$ cat config.mk
export PLATFORM = sky130hd
export DESIGN_NAME = dzcpu_uop_sequencer_flat
export DESIGN_NICKNAME = d
export VERILOG_FILES = /design/src/rtl/dzcpu_uop_sequencer_pkg.sv /design/src/rtl/dzcpu_uop_sequencer_if.sv /design/src/rtl/dzcpu_useq_flowdec.sv /design/src/rtl/dzcpu_uop_sequencer.sv /design/src/flat_wrapper.sv
export SDC_FILE = /design/constraint.sdc
export NUM_CORES = 1
export LEC_CHECK = 0
export CELL_PAD_IN_SITES_DETAIL_PLACEMENT = 0
export CELL_PAD_IN_SITES_GLOBAL_PLACEMENT = 1
export CORE_MARGIN = 3
export CORE_UTILIZATION = 34
export CTS_CLUSTER_SIZE = 24
export DETAILED_ROUTE_END_ITERATION = 10
export GPL_TIMING_DRIVEN = 0
export PLACE_DENSITY = 0.92
export RECOVER_POWER = 25
export SLEW_MARGIN = 20
export SYNTH_ARGS = -nofsm -noshare
export SYNTH_HDL_FRONTEND = slang
export SYNTH_SLANG_ARGS = --single-unit
$ cat constraint.sdc
create_clock -name iClock -period 3.4 [get_ports iClock]
set_input_delay 0.34 -clock iClock [delete_from_list [all_inputs] [get_ports iClock]]
set_output_delay 0.34 -clock iClock [all_outputs]
set_load 0.005 [all_outputs]
$ cat src/rtl/dzcpu_uop_sequencer_pkg.sv
// dzcpu_uop_sequencer_pkg: flow codes, states and uop layout shared by the uop sequencer
package dzcpu_uop_sequencer_pkg;
    localparam logic [7:0] IRQ_FLOW_IDX = 8'd175;
    localparam logic [7:0] CB_OPCODE    = 8'hCB;
    localparam logic [3:0] OP_JCB       = 4'hF;
    typedef enum logic [3:0] {
        FL_OP           = 4'd0,
        FL_INC          = 4'd1,
        FL_EOF          = 4'd2,
        FL_INC_EOF      = 4'd3,
        FL_EOF_FU       = 4'd4,
        FL_INC_EOF_FU   = 4'd5,
        FL_INC_EOF_Z    = 4'd6,
        FL_INC_EOF_NZ   = 4'd7,
        FL_UPDATE_FLAGS = 4'd8,
        FL_NOP          = 4'd9
    } flow_t;
    typedef enum logic [2:0] {
        S_FETCH,
        S_DECODE,
        S_EXEC,
        S_CB,
        S_CB_DECODE
    } state_t;
    // 13-bit ROM word: flow[12:9], op[8:5], operand[4:0]
    typedef struct packed {
        flow_t      flow;
        logic [3:0] op;
        logic [4:0] operand;
    } uop_t;
endpackage

$ cat src/rtl/dzcpu_uop_sequencer_if.sv
// dzcpu_uop_sequencer_if: opcode fetch, microcode table and datapath signals of the uop sequencer
interface dzcpu_uop_sequencer_if;
    logic [7:0]  iMop;
    logic        iMopValid;
    logic [7:0]  oMop;
    logic [7:0]  iFlowIdx;
    logic [7:0]  iCbFlowIdx;
    logic [7:0]  oUopAddr;
    logic [12:0] iUop;
    logic        oUopValid;
    logic        iUopReady;
    logic [3:0]  oUopOp;
    logic [4:0]  oUopOperand;
    logic        oIncPc;
    logic        oUpdateFlags;
    logic        iFlagZ;
    logic        oEof;
    logic        iIrqPending;
    logic        oIrqAck;
    logic        oError;
    modport master (
        input  iMop, iMopValid, iFlowIdx, iCbFlowIdx, iUop, iUopReady, iFlagZ, iIrqPending,
        output oMop, oUopAddr, oUopValid, oUopOp, oUopOperand, oIncPc, oUpdateFlags, oEof, oIrqAck, oError
    );
    modport slave (
        output iMop, iMopValid, iFlowIdx, iCbFlowIdx, iUop, iUopReady, iFlagZ, iIrqPending,
        input  oMop, oUopAddr, oUopValid, oUopOp, oUopOperand, oIncPc, oUpdateFlags, oEof, oIrqAck, oError
    );
endinterface

$ cat src/rtl/dzcpu_useq_flowdec.sv
// dzcpu_useq_flowdec: decodes a uop flow field (and Z for conditional eof) into sequencing actions
module dzcpu_useq_flowdec
    import dzcpu_uop_sequencer_pkg::*;
(
    input  flow_t flow,
    input  logic  flag_z,
    output logic  advance,
    output logic  retire,
    output logic  inc_pc,
    output logic  upd_flags
);
    assign retire = (flow inside {FL_EOF, FL_INC_EOF, FL_EOF_FU, FL_INC_EOF_FU})
                  || (flow == FL_INC_EOF_Z && flag_z)
                  || (flow == FL_INC_EOF_NZ && !flag_z);
    assign advance = !retire;
    assign inc_pc = flow inside {FL_INC, FL_INC_EOF, FL_INC_EOF_FU, FL_INC_EOF_Z, FL_INC_EOF_NZ};
    assign upd_flags = flow inside {FL_EOF_FU, FL_INC_EOF_FU, FL_UPDATE_FLAGS};
endmodule

$ cat src/rtl/dzcpu_uop_sequencer.sv
// dzcpu_uop_sequencer: opcode -> flow index -> micro-PC stepping through the uop ROM, issuing uops over valid/ready
module dzcpu_uop_sequencer
    import dzcpu_uop_sequencer_pkg::*;
(
    input logic                   iClock,
    input logic                   iReset,
    dzcpu_uop_sequencer_if.master bus
);
    state_t     state, state_nxt;
    logic [7:0] upc, upc_nxt;
    logic [7:0] mop;
    uop_t       uop_q;
    logic       in_irq, in_irq_nxt;
    logic       err, err_nxt;
    logic       hs, jcb, take_irq;
    logic       advance, retire, inc_pc, upd_flags;

    dzcpu_useq_flowdec u_flowdec (
        .flow      (uop_q.flow),
        .flag_z    (bus.iFlagZ),
        .advance   (advance),
        .retire    (retire),
        .inc_pc    (inc_pc),
        .upd_flags (upd_flags)
    );

    assign hs       = state == S_EXEC && bus.iUopReady;
    assign jcb      = uop_q.op == OP_JCB;
    assign take_irq = hs && !jcb && retire && bus.iIrqPending && !in_irq;

    // The ROM is addressed with the next micro-PC so the registered uop lines up with uPC without a bubble;
    // while stalled the next micro-PC equals uPC, keeping the word stable.
    assign bus.oUopAddr     = upc_nxt;
    assign bus.oMop         = mop;
    assign bus.oUopValid    = state == S_EXEC;
    assign bus.oUopOp       = uop_q.op;
    assign bus.oUopOperand  = uop_q.operand;
    assign bus.oIncPc       = hs && inc_pc;
    assign bus.oUpdateFlags = hs && upd_flags;
    assign bus.oEof         = hs && !jcb && retire;
    assign bus.oIrqAck      = take_irq;
    assign bus.oError       = err;

    // Next state and micro-PC; nothing moves in S_EXEC until the datapath accepts the uop.
    always_comb begin
        state_nxt  = state;
        upc_nxt    = upc;
        in_irq_nxt = in_irq;
        err_nxt    = err;
        case (state)
            S_FETCH: state_nxt = bus.iMopValid ? S_DECODE : S_FETCH;
            S_CB: state_nxt = bus.iMopValid ? S_CB_DECODE : S_CB;
            S_DECODE, S_CB_DECODE: begin
                upc_nxt   = state == S_DECODE ? bus.iFlowIdx : bus.iCbFlowIdx;
                state_nxt = S_EXEC;
            end
            default: if (hs) begin
                if (jcb) begin
                    state_nxt = S_CB;
                end else if (take_irq) begin
                    upc_nxt    = IRQ_FLOW_IDX;
                    in_irq_nxt = 1'b1;
                end else if (retire) begin
                    state_nxt  = S_FETCH;
                    in_irq_nxt = 1'b0;
                end else if (advance && upc == 8'hFF) begin
                    state_nxt  = S_FETCH;
                    in_irq_nxt = 1'b0;
                    err_nxt    = 1'b1;
                end else if (advance) begin
                    upc_nxt = upc + 8'd1;
                end
            end
        endcase
    end

    // State, micro-PC, opcode and presented uop registers; uop fields are cleared whenever nothing is issued.
    always_ff @(posedge iClock or negedge iReset) begin
        if (!iReset) begin
            state  <= S_FETCH;
            upc    <= '0;
            mop    <= '0;
            uop_q  <= '0;
            in_irq <= 1'b0;
            err    <= 1'b0;
        end else begin
            state  <= state_nxt;
            upc    <= upc_nxt;
            in_irq <= in_irq_nxt;
            err    <= err_nxt;
            uop_q  <= state_nxt == S_EXEC ? uop_t'(bus.iUop) : '0;
            if ((state == S_FETCH || state == S_CB) && bus.iMopValid)
                mop <= bus.iMop;
        end
    end
endmodule

$ cat src/flat_wrapper.sv
// flat-port wrapper written by rule: the top's interface ports become plain ports
module dzcpu_uop_sequencer_flat import dzcpu_uop_sequencer_pkg::*;
  (iClock, iReset, bus_iMop, bus_iMopValid, bus_iFlowIdx, bus_iCbFlowIdx, bus_iUop, bus_iUopReady, bus_iFlagZ, bus_iIrqPending, bus_oMop, bus_oUopAddr, bus_oUopValid, bus_oUopOp, bus_oUopOperand, bus_oIncPc, bus_oUpdateFlags, bus_oEof, bus_oIrqAck, bus_oError);
  dzcpu_uop_sequencer_if bus_i ();
  input logic iClock;
  input logic iReset;
  input wire logic [$bits(bus_i.iMop)-1:0] bus_iMop;
  input wire logic [$bits(bus_i.iMopValid)-1:0] bus_iMopValid;
  input wire logic [$bits(bus_i.iFlowIdx)-1:0] bus_iFlowIdx;
  input wire logic [$bits(bus_i.iCbFlowIdx)-1:0] bus_iCbFlowIdx;
  input wire logic [$bits(bus_i.iUop)-1:0] bus_iUop;
  input wire logic [$bits(bus_i.iUopReady)-1:0] bus_iUopReady;
  input wire logic [$bits(bus_i.iFlagZ)-1:0] bus_iFlagZ;
  input wire logic [$bits(bus_i.iIrqPending)-1:0] bus_iIrqPending;
  output wire logic [$bits(bus_i.oMop)-1:0] bus_oMop;
  output wire logic [$bits(bus_i.oUopAddr)-1:0] bus_oUopAddr;
  output wire logic [$bits(bus_i.oUopValid)-1:0] bus_oUopValid;
  output wire logic [$bits(bus_i.oUopOp)-1:0] bus_oUopOp;
  output wire logic [$bits(bus_i.oUopOperand)-1:0] bus_oUopOperand;
  output wire logic [$bits(bus_i.oIncPc)-1:0] bus_oIncPc;
  output wire logic [$bits(bus_i.oUpdateFlags)-1:0] bus_oUpdateFlags;
  output wire logic [$bits(bus_i.oEof)-1:0] bus_oEof;
  output wire logic [$bits(bus_i.oIrqAck)-1:0] bus_oIrqAck;
  output wire logic [$bits(bus_i.oError)-1:0] bus_oError;
  assign bus_i.iMop = bus_iMop;
  assign bus_i.iMopValid = bus_iMopValid;
  assign bus_i.iFlowIdx = bus_iFlowIdx;
  assign bus_i.iCbFlowIdx = bus_iCbFlowIdx;
  assign bus_i.iUop = bus_iUop;
  assign bus_i.iUopReady = bus_iUopReady;
  assign bus_i.iFlagZ = bus_iFlagZ;
  assign bus_i.iIrqPending = bus_iIrqPending;
  assign bus_oMop = bus_i.oMop;
  assign bus_oUopAddr = bus_i.oUopAddr;
  assign bus_oUopValid = bus_i.oUopValid;
  assign bus_oUopOp = bus_i.oUopOp;
  assign bus_oUopOperand = bus_i.oUopOperand;
  assign bus_oIncPc = bus_i.oIncPc;
  assign bus_oUpdateFlags = bus_i.oUpdateFlags;
  assign bus_oEof = bus_i.oEof;
  assign bus_oIrqAck = bus_i.oIrqAck;
  assign bus_oError = bus_i.oError;
  dzcpu_uop_sequencer u_core (.iClock(iClock), .iReset(iReset), .bus(bus_i));
endmodule
==> metrics <==
largest net degree at the start of global routing=26; first-pass GRT wire length=7555 µm; Slew Limit Headroom=11.86%; MaxCap Viol Count=0; HP Class=flip-flop to flip-flop; Placed Instance Area=2616 µm²; number of synthesized flops with an enable pin=0; chip width=78.49 µm; effective utilization at floorplan=36.38%; clk sinks=34; setup total negative slack=0 ps; post-synthesis net count=215; vias=1,611; post-synthesis cell area=1787 µm²; Internal Power=0.001630 W; Netlist cell types=49; fin nets=297; H-Tree Depth=2; slowest cell on the critical path=o211ai_1; post-route ant nets=0; Setup Fix Bufs, Post-CTS=0; Max Root-Sink Buffers=2; Clock Pin Slew Worst Setup and Hold Paths=70 ps; PwrDens=906.2 nW/µm²; total CTS buffers=5; fmax=0.3419 GHz; unrepaired setup endpoints after global routing=false; Mapped Cells=171; Comb power frac=53.1%; Worst EP arrival=2590 ps; Worst VDD drop=510.3 µV; Top FF cell, synth=dfrtp_1; initial antenna violation count=0; Syn. warnings=0; vias in the first global route=1,597; DR DRC count=0; number of diodes=0; startpoint types=flip-flop; I/O Pins=74; part of the Yosys area used for sequential elements=47.62%; net load switching power=0.0008636 W; die height=78.49 µm; Worst-Margin Slew=1322 ps; skew final=4.785 ps; Final period util=86.03%; critical path required time=3060 ps; Final HPWL DP=3609 µm; commonest non-fill, non-tap cell in the layout=clkdlybuf4s50_1; wire per inst=14.50 µm; Root Buffer=clkbuf_8; fin crit period=2925 ps; most frequent cells in the layout=72 x clkdlybuf4s50_1, 34 x dfrtp_1, 13 x a21oi_1, 13 x and2_1, 10 x nor2_1; Post-synth ARST share=100.0%; post-synth top area share=47.62%; fraction of layout instances using a drive strength above 1=11.02%; largest area contributor in the netlist=dfrtp_1; Syn-to-layout area delta=53.99%; count of final setup violators=0; status=finished, final reports clean; GRT Total Usage=15.56%; syn avg cell area=10.45 µm²; crit path cell chain=ha_1, nand3_1, o211ai_1, nor3_1, xor2_1, a221o_1, clkdlybuf4s50_1; DRT Pass-1 Iters=4; Worst setup EP type=output port; Synth Register Bits=34; final wirelength=4656 µm; GPL Wtd Cong=0.8111; GRT overflow=0; Worst-Skew Late Latency=290 ps; Final Hold Vio Count=0; total power=0.002493 W; Core Box Area=4911 µm²; design area=2751 µm²; largest cells by area after synthesis=dfrtp_1 48%, mux2_2 5.0%, and2_1 4.6%; CP Max Fanout=6; clock share of power=18.5%; port bufs=73; critical path class=flip-flop to output port; Sw Ratio=34.64%; CTS tree=yes; Seq pwr share=28.4%; Initial DRC Count=110; Pleak=1.118 nW; Via density=5.019; Rows=25; DIE AREA=6161 µm²; Slew Limit Fails=0; slowest stage delay, CP=450 ps
power by group through the flow:
stage	Combinational [W]	Sequential, W	Clock, W
after floorplan	0.000736	0.000699	0
after global placement	0.00132	0.000705	0
after detailed placement	0.00134	0.000715	0
after CTS	0.00134	0.000707	0.000472
after global routing	0.00145	0.000731	0.000491
final	0.00132	0.000708	0.000462
worst paths after layout:
path / from / depth (start not counted) / end / slack (ps)
worst max-delay path: u_core.upc[0] / 7 / bus_oUopAddr[4] / 470
worst min-delay path: u_core.in_irq / 1 / u_core.in_irq / 470
worst max register to register: u_core.upc[0] / 6 / u_core.upc[4] / 1430
worst min register to register: u_core.in_irq / 1 / u_core.in_irq / 470
max in group asynchronous: iReset / 3 / u_core.uop_q[11] / 1260
min in group asynchronous: iReset / 2 / u_core.upc[3] / 540
stage by stage:
step / hold WS, ps / setup slack (ps) / std cells / util, %
floorplan: 44.41 / 1472 / 171 / -
global placement: 453.0 / 481.5 / 311 / 52.97
detailed placement: 232.7 / 485.6 / 312 / 53.27
CTS: 462.3 / 445.1 / 321 / 56.38
global route: 493.4 / 269.5 / 321 / 56.03
finish: 471.5 / 475.0 / 321 / 56.03
routing by layer:
metal	part of all wire (%)	global-route usage (%)
met5	0	0
met4	1.1	4.196
met2	47	25.60
met3	11	7.798
met1	41	17.91
worst max-delay path, delay by kind of cell, from the launching register on:
kind,cells,cell delay [ps]
simple gates,2,250
buf+inv,1,450
flops,1,430
xor+xnor,1,170
fa+ha+maj,1,240
compound gates,2,770
registers in the layout, summed over array words and instances (netlist names):
register / count
u_core.bus.oMop: 8
u_core.upc: 8
u_core.bus.oUopOperand: 5
u_core.bus.oUopOp: 4
u_core.uop_q: 4
u_core.state: 3
u_core.bus.oError: 1
u_core.in_irq: 1
synth_stat cells (all sizes together), types with 2 or more instances:
| master | instances |
|---|---|
| o211ai | 2 |
| buf | 3 |
| and4 | 2 |
| xor2 | 2 |
| dfrtp | 34 |
| a211oi | 2 |
| a22oi | 3 |
| nand4 | 3 |
| mux2 | 8 |
| xnor2 | 6 |
| nand2 | 6 |
| o31ai | 2 |
| clkbuf | 4 |
| o22ai | 6 |
| nand3 | 4 |
| and2 | 14 |
| a31oi | 2 |
| nor2 | 10 |
| and3 | 2 |
| nand2b | 4 |
| o22a | 4 |
| nor3b | 3 |
| a21oi | 13 |
| inv | 4 |
| nor3 | 7 |
| nor2b | 2 |
| o21ai | 6 |
timing repair:
item	CTS	global route
endpoints found under the hold margin	9	0
hold buffers	1	0
gates resized for setup	0	0
final cells by class:
cell class | count | area (µm²)
plain buffers | 7 | 46.29
clock buffers | 6 | 82.58
clock inverters | 2 | 60.06
fillers | 455 | 2160
inverters | 4 | 15.01
multi-input cells | 126 | 874.6
flip-flops and latches | 34 | 850.8
well taps | 67 | 83.83
repair buffers | 75 | 738.2
logic make-up after synthesis:
kind of cell / count (synthesis) / synth area share (%)
buf+inv: 11 / 3.430
mux: 9 / 5.602
simple gates: 62 / 20.80
xor+xnor: 8 / 3.922
flops: 34 / 47.62
compound gates: 46 / 17.93
fa+ha+maj: 1 / 0.7002
(Power assumes the default switching activity.)
